File: config.mk
export PLATFORM = sky130hd
export DESIGN_NAME = rank_order_encoder_flat
export DESIGN_NICKNAME = d
export VERILOG_FILES = /design/src/rtl/snn_enc_pkg.sv /design/src/rtl/rank_order_encoder_if.sv /design/src/rtl/rank_order_encoder_lane_pe.sv /design/src/rtl/rank_order_encoder.sv /design/src/flat_wrapper.sv
export SDC_FILE = /design/constraint.sdc
export NUM_CORES = 1
export LEC_CHECK = 0
export BUFFER_PORTS_ARGS = -buffer_cell sky130_fd_sc_hd__buf_2
export CORE_AREA = 2 2 164 166
export DETAILED_ROUTE_END_ITERATION = 8
export DIE_AREA = 0 0 166 168
export MAX_ROUTING_LAYER = met4
export PLACE_DENSITY = 0.5
export REMOVE_ABC_BUFFERS = 1
export SLEW_MARGIN = 30
export SYNTH_ARGS = -nofsm -noshare
export SYNTH_HDL_FRONTEND = slang
export SYNTH_HIERARCHICAL = 1
export SYNTH_SLANG_ARGS = --single-unit
File: constraint.sdc
create_clock -name clk -period 3.8 [get_ports clk]
set_input_delay 0.38 -clock clk [delete_from_list [all_inputs] [get_ports clk]]
set_output_delay 0.38 -clock clk [all_outputs]
set_load 0.02 [all_outputs]
File: src/rtl/snn_enc_pkg.sv
`default_nettype none
// ============================================================================
// Module   : snn_enc_pkg
// Brief    : Shared types and helpers for the rank-order input encoder.
// Revision : 1.0 - initial release
// ============================================================================
package snn_enc_pkg;

    typedef enum logic [1:0] {
        IDLE = 2'd0,
        SCAN = 2'd1,
        EMIT = 2'd2,
        DONE = 2'd3
    } enc_state_t;

    // $clog2 clamped to at least one bit so single-lane builds keep a legal width
    function automatic int safe_clog2(input int n);
        return (n > 1) ? $clog2(n) : 1;
    endfunction

endpackage
`default_nettype wire

File: src/rtl/rank_order_encoder_if.sv
`default_nettype none
// ============================================================================
// Module   : rank_order_encoder_if
// Brief    : Valid/ready index channel from the encoder to the AER output stage.
// Revision : 1.0 - initial release
// ============================================================================
interface rank_order_encoder_if #(
    parameter int IDX_W = 4
) ();

    logic             out_valid;
    logic             out_ready;
    logic [IDX_W-1:0] out_index;

    modport master (
        output out_valid,
        output out_index,
        input  out_ready
    );

    modport slave (
        input  out_valid,
        input  out_index,
        output out_ready
    );

endinterface
`default_nettype wire

File: src/rtl/rank_order_encoder_lane_pe.sv
`default_nettype none
// ============================================================================
// Module   : lane_priority_enc
// Brief    : Lowest-set-bit index and nonzero flag over a LANES-wide mask.
// Revision : 1.0 - initial release
// ============================================================================
module lane_priority_enc #(
    parameter int LANES  = 4,
    parameter int LANE_W = 2
) (
    input  wire logic [LANES-1:0]  mask,
    output logic      [LANE_W-1:0] idx,
    output logic                   nonzero
);

    // Scan high to low so the lowest set bit is the last one written
    always_comb begin
        idx = '0;
        for (int i = LANES - 1; i >= 0; i--) begin
            if (mask[i]) begin
                idx = LANE_W'(i);
            end
        end
    end

    assign nonzero = |mask;

endmodule
`default_nettype wire

File: src/rtl/rank_order_encoder.sv
`default_nettype none
// ============================================================================
// Module   : rank_order_encoder
// Brief    : Snapshots an image and emits pixel indices brightest-first,
//            ties in ascending index order, over a valid/ready channel.
//            Optional macro SORTER_THRESHOLD_EN adds a minimum-intensity floor.
// Revision : 1.0 - initial release
// ============================================================================
module rank_order_encoder
    import snn_enc_pkg::*;
#(
    parameter int IMAGE_SIZE      = 16,
    parameter int PIXEL_MAX_VALUE = 255,
    parameter int LANES           = 4,
    parameter int IDX_W           = $clog2(IMAGE_SIZE),
    parameter int PIX_W           = $clog2(PIXEL_MAX_VALUE + 1)
) (
    input  wire logic                               clk,
    input  wire logic                               rst_n,
    input  wire logic [IMAGE_SIZE-1:0][PIX_W-1:0]   image,
    input  wire logic                               new_image,
`ifdef SORTER_THRESHOLD_EN
    input  wire logic [PIX_W-1:0]                   threshold,
`endif
    rank_order_encoder_if.master                    aer,
    output logic                                    busy,
    output logic                                    image_encoded
);

    localparam int LANE_W = safe_clog2(LANES);
    localparam int SUM_W  = IDX_W + 1;

    localparam logic [SUM_W-1:0] C_SIZE    = SUM_W'(IMAGE_SIZE);
    localparam logic [SUM_W-1:0] C_LANES   = SUM_W'(LANES);
    localparam logic [SUM_W-1:0] C_ONE     = SUM_W'(1);
    localparam logic [PIX_W-1:0] C_PIX_MAX = PIX_W'(PIXEL_MAX_VALUE);
    localparam logic [PIX_W-1:0] C_PIX_ONE = PIX_W'(1);
    localparam logic [LANES-1:0] C_LN_ONE  = LANES'(1);

    enc_state_t                     r_state;
    enc_state_t                     w_state_nxt;
    logic [IMAGE_SIZE-1:0][PIX_W-1:0] r_image;
    logic [PIX_W-1:0]               r_intensity;
    logic [PIX_W-1:0]               w_intensity_nxt;
    logic [PIX_W-1:0]               w_floor;
    logic [IDX_W-1:0]               r_base;
    logic [IDX_W-1:0]               w_base_nxt;
    logic [SUM_W-1:0]               r_count;
    logic [SUM_W-1:0]               w_count_nxt;
    logic [LANES-1:0]               r_mask;
    logic [LANES-1:0]               w_mask_nxt;
    logic [LANES-1:0]               w_match;
    logic [LANES-1:0]               w_pe_in;
    logic [LANE_W-1:0]              w_pe_idx;
    logic                           w_pe_nz;
    logic [SUM_W-1:0]               w_base_step;
    logic                           w_last_group;
    logic                           w_at_floor;
    logic                           w_do_advance;
    logic                           w_accept;
    logic [IDX_W-1:0]               r_out_index;
    logic [IDX_W-1:0]               w_out_index_nxt;
    logic                           r_out_valid;
    logic                           r_busy;
    logic                           r_image_encoded;

`ifdef SORTER_THRESHOLD_EN
    logic [PIX_W-1:0]               r_threshold;

    always_ff @(posedge clk or negedge rst_n) begin
        if (!rst_n) begin
            r_threshold <= '0;
        end else if (w_accept) begin
            r_threshold <= threshold;
        end
    end

    assign w_floor = r_threshold;
`else
    assign w_floor = '0;
`endif

    // Lanes that fall past the end of the image never match
    for (genvar l = 0; l < LANES; l++) begin : g_lane
        logic [SUM_W-1:0] w_pos;
        assign w_pos      = {1'b0, r_base} + SUM_W'(l);
        assign w_match[l] = (w_pos < C_SIZE) &&
                            (r_image[w_pos[IDX_W-1:0]] == r_intensity);
    end

    assign w_base_step  = {1'b0, r_base} + C_LANES;
    assign w_last_group = (w_base_step >= C_SIZE);
    assign w_at_floor   = (r_intensity <= w_floor);

    lane_priority_enc #(
        .LANES  (LANES),
        .LANE_W (LANE_W)
    ) u_pe (
        .mask    (w_pe_in),
        .idx     (w_pe_idx),
        .nonzero (w_pe_nz)
    );

    always_comb begin
        w_state_nxt     = r_state;
        w_intensity_nxt = r_intensity;
        w_base_nxt      = r_base;
        w_count_nxt     = r_count;
        w_mask_nxt      = r_mask;
        w_pe_in         = '0;
        w_do_advance    = 1'b0;
        w_accept        = 1'b0;

        case (r_state)
            IDLE: begin
                if (new_image) begin
                    w_accept        = 1'b1;
                    w_state_nxt     = SCAN;
                    w_intensity_nxt = C_PIX_MAX;
                    w_base_nxt      = '0;
                    w_count_nxt     = '0;
                    w_mask_nxt      = '0;
                end
            end
            SCAN: begin
                w_pe_in = w_match;
                if (w_pe_nz) begin
                    w_mask_nxt  = w_match;
                    w_state_nxt = EMIT;
                end else begin
                    w_do_advance = 1'b1;
                end
            end
            EMIT: begin
                if (aer.out_ready) begin
                    // Drop the lowest set bit: the index just handed over
                    w_pe_in     = r_mask & (r_mask - C_LN_ONE);
                    w_mask_nxt  = w_pe_in;
                    w_count_nxt = r_count + C_ONE;
                    if (r_count + C_ONE == C_SIZE) begin
                        w_state_nxt = DONE;
                    end else if (!w_pe_nz) begin
                        w_do_advance = 1'b1;
                    end
                end
            end
            DONE: begin
                w_state_nxt = IDLE;
            end
            default: begin
                w_state_nxt = IDLE;
            end
        endcase

        if (w_do_advance) begin
            if (w_last_group) begin
                w_base_nxt = '0;
                if (w_at_floor) begin
                    w_state_nxt = DONE;
                end else begin
                    w_intensity_nxt = r_intensity - C_PIX_ONE;
                    w_state_nxt     = SCAN;
                end
            end else begin
                w_base_nxt  = w_base_step[IDX_W-1:0];
                w_state_nxt = SCAN;
            end
        end
    end

    // Output index is registered; it holds while the consumer stalls
    always_comb begin
        w_out_index_nxt = '0;
        if (w_state_nxt == EMIT) begin
            if (r_state == EMIT && !aer.out_ready) begin
                w_out_index_nxt = r_out_index;
            end else begin
                w_out_index_nxt = r_base + IDX_W'(w_pe_idx);
            end
        end
    end

    always_ff @(posedge clk or negedge rst_n) begin
        if (!rst_n) begin
            r_state <= IDLE;
        end else begin
            r_state <= w_state_nxt;
        end
    end

    always_ff @(posedge clk or negedge rst_n) begin
        if (!rst_n) begin
            r_image         <= '0;
            r_intensity     <= '0;
            r_base          <= '0;
            r_count         <= '0;
            r_mask          <= '0;
            r_out_valid     <= 1'b0;
            r_out_index     <= '0;
            r_busy          <= 1'b0;
            r_image_encoded <= 1'b0;
        end else begin
            if (w_accept) begin
                r_image <= image;
            end
            r_intensity     <= w_intensity_nxt;
            r_base          <= w_base_nxt;
            r_count         <= w_count_nxt;
            r_mask          <= w_mask_nxt;
            r_out_valid     <= (w_state_nxt == EMIT);
            r_out_index     <= w_out_index_nxt;
            r_busy          <= (w_state_nxt != IDLE);
            r_image_encoded <= (w_state_nxt == DONE);
        end
    end

    assign aer.out_valid  = r_out_valid;
    assign aer.out_index  = r_out_index;
    assign busy           = r_busy;
    assign image_encoded  = r_image_encoded;

endmodule
`default_nettype wire

File: src/flat_wrapper.sv
// flat-port wrapper written by rule: the top's interface ports become plain ports
module rank_order_encoder_flat import snn_enc_pkg::*;
#(
    parameter int IMAGE_SIZE      = 16,
    parameter int PIXEL_MAX_VALUE = 255,
    parameter int LANES           = 4,
    parameter int IDX_W           = $clog2(IMAGE_SIZE),
    parameter int PIX_W           = $clog2(PIXEL_MAX_VALUE + 1)
)
  (clk, rst_n, image, new_image, busy, image_encoded, aer_out_valid, aer_out_index, aer_out_ready);
  rank_order_encoder_if #(.IDX_W(IDX_W)) aer_i ();
  input  wire logic clk;
  input  wire logic rst_n;
  input  wire logic [IMAGE_SIZE-1:0][PIX_W-1:0] image;
  input  wire logic new_image;
  output logic busy;
  output logic image_encoded;
  output wire logic [$bits(aer_i.out_valid)-1:0] aer_out_valid;
  output wire logic [$bits(aer_i.out_index)-1:0] aer_out_index;
  input wire logic [$bits(aer_i.out_ready)-1:0] aer_out_ready;
  assign aer_out_valid = aer_i.out_valid;
  assign aer_out_index = aer_i.out_index;
  assign aer_i.out_ready = aer_out_ready;
  rank_order_encoder #(.IMAGE_SIZE(IMAGE_SIZE), .PIXEL_MAX_VALUE(PIXEL_MAX_VALUE), .LANES(LANES), .IDX_W(IDX_W), .PIX_W(PIX_W)) u_core (.clk(clk), .rst_n(rst_n), .image(image), .new_image(new_image), .aer(aer_i), .busy(busy), .image_encoded(image_encoded));
endmodule
# After elaboration in Yosys (flattened, before gate mapping)
# Index checks and enable logic that the tools add are counted.
totals:
  ff_bits: 158
  in_bits: 132
  output_inout_bits: 7
  elab_cells: 119
op_classes:
  addsub: 8
  n_lt_le_gt_ge: 10
  n_eq_ne: 14
  muxes: 45
  bitwise_logic: 1
  n_reduce_logical: 16
op_table:
  columns: ["operator", "count"]
  rows:
  - ["8-bit binary-select mux with 4-bit select", 4]
  - ["8-bit 2-to-1 mux", 9]
  - ["4-bit 2-to-1 mux", 9]
  - ["8-bit == test", 4]
  - ["4-bit by 5-bit < comparator with 1-bit output (second input constant)", 5]
  - ["2-bit 2-to-1 mux", 11]
  - ["5-bit < comparator (second input constant)", 3]
  - ["4-bit case mux with 3 select lines", 1]
  - ["4-bit by 2-bit adder with 5-bit output (second input constant)", 2]
  - ["5-bit 2-to-1 mux", 2]
  - ["5-bit case mux with 2 select lines", 1]
  - ["2-bit == test (second input constant)", 4]
  - ["8-bit by 1-bit <= comparator with 1-bit output (second input constant)", 1]
  - ["2-bit case mux with 4 select lines", 1]
  - ["4-bit case mux with 2 select lines", 1]
  - ["2-bit nonzero test", 4]
  - ["8-bit by 1-bit subtractor with 8-bit output (second input constant)", 1]
  - ["2-bit != test (second input constant)", 3]
  - ["4-bit by 1-bit adder with 5-bit output (second input constant)", 1]
  - ["4-bit by 3-bit adder with 5-bit output (second input constant)", 1]
  - ["5-bit by 1-bit adder with 5-bit output (second input constant)", 1]
  - ["5-bit == test (second input constant)", 1]
  - ["5-bit greater-or-equal comparator (second input constant)", 1]
  - ["1-bit logical AND", 5]
  - ["other kinds (14)", 18]

# Depth between registers and ports, before layout
depth:
  ltp_word: 14
  ltp_mapped: 17
  ltp_nobuf: 15

# Cells and area by module
# Netlist, hierarchy kept.
modules_own_cells:
  columns: ["mod", "n_inst", "cells_per_inst", "area_per_inst_um2"]
  rows:
  - ["rank_order_encoder", 1, 576, 7704.9]
  - ["lane_priority_enc", 1, 7, 35.0]

# Worst setup path after synthesis
# Ideal clock, no wire load.
synth_timing:
  path_type: "register -> register"
  from: "register u_core.r_base[2]"
  to: "register u_core.r_mask[0]"
  setup_time_ns: 0.125
  arrival_time_ns: 3.037
  required_time_ns: 3.675
  slack_ns: 0.638
  stages_incl_launch_ff: 12
  path_buffers: 2
  synth_period_minus_slack_ns: 3.162
  path_cell_list: "dfrtp_1 > buf_6 > clkbuf_1 > mux4_2 > xnor2_1 > o211ai_1 > a21boi_0 > nor2_1 > nand2_1 > nor2b_1 > nor4_1 > mux2_2"
synth_between:
  elab_chain_len: 9
  elab_cells_between_ends: 29
  classes_between: "add/sub (3); order compare (4); eq/ne (5); mux (11); reduce/logical (6)"
synth_rtl:
  columns: ["item", "line", "source"]
  rows:
  - ["start: declaration", "rank_order_encoder.sv:46", "logic [IDX_W-1:0] r_base;"]
  - ["start signal: assignment", "rank_order_encoder.sv:207", "r_base <= w_base_nxt;"]
  - ["4-bit by 2-bit adder with 5-bit output (*)", "rank_order_encoder.sv:86", "assign w_pos = {1'b0, r_base} + SUM_W'(l);"]
  - ["8-bit binary-select mux with 4-bit select", "rank_order_encoder.sv:88", "(r_image[w_pos[IDX_W-1:0]] == r_intensity);"]
  - ["8-bit 2-to-1 mux (implied by the code)", "rank_order_encoder.sv:88", null]
  - ["8-bit == test", "rank_order_encoder.sv:88", null]
  - ["1-bit logical AND (*)", "rank_order_encoder.sv:87", "assign w_match[l] = (w_pos < C_SIZE) &&"]
  - ["4-bit case mux with 2 select lines (*)", "rank_order_encoder.sv:114", "case (r_state)"]
  - ["net u_core.w_pe_in[2]", "rank_order_encoder.sv:53", "logic [LANES-1:0] w_pe_in;"]
  - ["4-bit OR reduction (*)", "rank_order_encoder_lane_pe.sv:26", "assign nonzero = |mask;"]
  - ["net u_core.w_pe_nz", "rank_order_encoder.sv:55", "logic w_pe_nz;"]
  - ["2-bit by 1-bit != test with 1-bit output (no source line) (*)", null, null]
  - ["4-bit AND reduction (no source line) (*)", null, null]
  - ["end signal: assignment", "rank_order_encoder.sv:209", "r_mask <= w_mask_nxt;"]
  - ["end: declaration", "rank_order_encoder.sv:50", "logic [LANES-1:0] r_mask;"]
# The timed path passes the listed nets; every way through them passes the cells marked *. The select of a mux whose other input is x is not followed.
# A chain may end at the register's enable or synchronous reset.

# Worst setup path in the final report
layout_timing:
  from: "register u_core.r_base[3]"
  to: "register u_core.r_intensity[6]"
layout_between:
  elab_chain_len: 12
  elab_cells_between_ends: 33
  classes_between: "add/sub (4); order compare (5); eq/ne (4); mux (15); reduce/logical (5)"
layout_rtl:
  columns: ["item", "line", "source"]
  rows:
  - ["4-bit by 2-bit adder with 5-bit output (*)", "rank_order_encoder.sv:86", null]
  - ["8-bit binary-select mux with 4-bit select", "rank_order_encoder.sv:88", null]
  - ["8-bit 2-to-1 mux (implied by the code)", "rank_order_encoder.sv:88", null]
  - ["8-bit == test", "rank_order_encoder.sv:88", null]
  - ["1-bit logical AND (*)", "rank_order_encoder.sv:87", null]
  - ["4-bit case mux with 2 select lines (*)", "rank_order_encoder.sv:114", null]
  - ["net u_core.w_pe_in[3]", "rank_order_encoder.sv:53", null]
  - ["4-bit OR reduction (*)", "rank_order_encoder_lane_pe.sv:26", null]
  - ["net u_core.w_pe_nz", "rank_order_encoder.sv:55", null]
  - ["1-bit 2-to-1 mux (*)", "rank_order_encoder.sv:127, rank_order_encoder.sv:142", null]
  - ["1-bit 2-to-1 mux", "rank_order_encoder.sv:140", "if (r_count + C_ONE == C_SIZE) begin"]
  - ["1-bit 2-to-1 mux", "rank_order_encoder.sv:135", "if (aer.out_ready) begin"]
  - ["1-bit case mux with 2 select lines (*)", "rank_order_encoder.sv:114", null]
  - ["8-bit 2-to-1 mux (*)", "rank_order_encoder.sv:155", "if (w_do_advance) begin"]
  - ["net u_core.w_intensity_nxt[6]", "rank_order_encoder.sv:44", "logic [PIX_W-1:0] w_intensity_nxt;"]
  - ["end signal: assignment", "rank_order_encoder.sv:206", "r_intensity <= w_intensity_nxt;"]
  - ["end: declaration", "rank_order_encoder.sv:43", "logic [PIX_W-1:0] r_intensity;"]
# Marks and branches as above.

==> metrics.csv <==
metric,value,unit
status,completed,
most frequent CP cell,nand2_1,
Crit path arrival time,3740,ps
average size of a mapped cell,13.3,um^2
Worst-path clk slew,60,ps
RSZ-0062 raised after global routing,no,
Final setup viols,0,
final weighted congestion in routability-driven placement,0.749,
Max Cap Viol,0,
slowest stage cell on the critical path,or4_1,
maximum VDD drop,0.000327,V
CTS tree,done,
Leak,0.00399,uW
endpoints failing hold,0,
Iter 0 DRT Violations,265,
Die ar.,27900,um^2
Max Fclk,291,MHz
nets,862,
CP peak stage delay,460,ps
vias in the first global route,5224,
synth warn,6,
Area Overhead vs Synth,22.3,%
R2R Setup Slk,360,ps
routed wire length,18.7,mm
R2R Path Start,u_core/r_base[3],
Crit path buffers/inverters,3,
Startpoint Class,register,
largest net degree at the start of global routing,95,
CTS H-Tree Depth,4,
final non-filler cell total,1076,
Fill cells,2576,
"Design Area, Final",9470,um^2
global-route wire length before repair,29.9,mm
"FFs w/ async S/R, synth",1.00,
detailed placement HPWL,13.4,mm
initial antenna violation count,0,
critical path class,reg2reg,
clock sink total,156,
Post CTS Setup Buffer Count,0,
clock buffer depth,2,
io pins,139,
CTS root buf,clkbuf_16,
CP startpoint,u_core/r_base[3],
DIE WIDTH,166,um
worst-path fanout max,35,
gr usage total,0.142,
Worst Tran Pin Value,881,ps
Post-synth EDFFs,0,
DP Area,8850,um^2
Crit path max-delay family,simple AND/OR/NAND/NOR gates,
Resize count post-CTS,0,
Yosys cell types,57,
highest-count cells in the layout ignoring fill and taps,"154 x dfrtp_1, 137 x buf_2, 130 x mux2_2, 39 x mux2i_1, 38 x xnor2_1",
total chip power,6780,uW
Mapped Cells,583,
"FF+latch count, synth",156,
mapped cell area,7740,um^2
final core utilization,0.359,
minimum clock period,3440,ps
Initial Util,0.294,
die height,168,um
Synth top area share,0.504,
Clock Latency Late Sink,420,ps
pwr dens,716,nW/um^2
final clock skew,6.94,ps
vias per cell,4.66,
"commonest non-fill, non-tap cell in the layout",dfrtp_1,
worst rel slew slack,0.413,
DR vias,5012,
hold_buf cts,0,
critical path required time,4110,ps
max-slew violations,0,
Hold Path Class,in2async,
"Seq/Total Area, Yosys",0.504,
share of cells above drive strength 1,0.463,
ys flop type,dfrtp_1,
# port buffers,138,
diodes inserted,0,
GRT overflow,0,
post-synth top area cell,dfrtp_1,
row count,60,
Area contributors post-synth,"dfrtp_1 50%, mux2_2 19%, mux2i_1 5.0%",
DRC,0,
drt pass-1 iters,4,
setup tns final,0,ps
final period utilization,0.904,
core area,26400,um^2
Setup crit end kind,register,
WL/cell,17.3,um
placed cells,1044,
Post-DRT Antenna Nets,0,
worst path cell trace,buf_12 > mux2i_1 > xnor2_1 > nor3_1 > a31oi_2 > nor3_2 > a32o_1 > nor2_1 > nand2_1 > nor2b_1 > nand2_1 > inv_1 > o21ai_1 > buf_4 > or4_1 > o211a_1,
TritonCTS Buffers,17,
## cell families after synthesis
group           after synthesis  synth area share
compound gates               52            0.0503
xor+xnor                     48            0.0543
fa+ha+maj                     8            0.0129
buf+inv                      46            0.0309
flops                       156             0.504
mux                         185             0.288
simple gates                 88            0.0592
## flip-flops by register name, indices dropped and copies added (netlist names)
register / flops
u_core/busy: 1
u_core/r_state: 2
u_core/r_base: 2
u_core/image_encoded: 1
u_core/aer.out_valid: 1
u_core/r_count: 5
u_core/r_mask: 4
u_core/r_image: 128
u_core/r_intensity: 8
u_core/aer.out_index: 4
## cell type report
cell class                 instances  area (um^2)  area share
timing repair buffer             156          885      0.0935
clock buffer                      22          474      0.0501
clock inverter                    10          128      0.0135
multi-input combinational        381         3610       0.381
tap                              341          427      0.0451
inverter                          10         37.5     0.00397
sequential                       156         3910       0.413
## worst reg2reg max path, delay by kind of cell, from the launching register on
family	cells	cell delay, ps
multiplexers	1	320
AND/OR/NAND/NOR	7	1250
XOR/XNOR	1	140
buffers and inverters	3	540
AO/OA/AOI/OAI	4	670
flip-flops	1	410
## routing by layer
layer | wire, um | GRT usage | share of wire
met2 | 9000 | 0.224 | 0.48
met4 | 189 | 0.0348 | 0.010
met5 | 0 | - | 0
met1 | 8860 | 0.189 | 0.47
met3 | 604 | 0.0296 | 0.032
## worst paths after layout
path                                          to  cells after the start
max                        u_core/r_intensity[6]                     16
min reg2reg                   u_core/r_image[47]                      1
max in group asynchronous       u_core/r_base[2]                      2
min                           u_core/r_image[50]                      1
min in group clk              u_core/r_image[18]                      2
max reg2reg                u_core/r_intensity[6]                     16
## power by group
part           total (uW)  internal (uW)  leakage [uW]  switching (uW)
Clock                1740           1030      0.000288             709
Combinational        2350           1350       0.00186             999
Sequential           2690           2300       0.00184             386
Total                6780           4680       0.00399            2090
## synthesized netlist by cell type (all sizes together) (4+ instances only)
library cell / n
dfrtp: 156
mux2: 130
mux2i: 39
xnor2: 38
buf: 27
nand2: 18
nor2: 18
mux4: 16
inv: 10
nor3: 10
o21ai: 10
xor2: 10
clkbuf: 9
nand4: 9
ha: 8
nand3: 8
a22o: 5
nand2b: 5
nor2b: 5
o211ai: 5
a21oi: 4
nor4: 4
o21a: 4
## through the flow
step,setup slack (ps),hold slack (ps)
6_report,364,38.1
5_1_grt,11.0,98.9
4_1_cts,240,109
3_5_place_dp,262,489
3_3_place_gp,327,486
2_1_floorplan,-862,84.4
(Power assumes the default switching activity.)
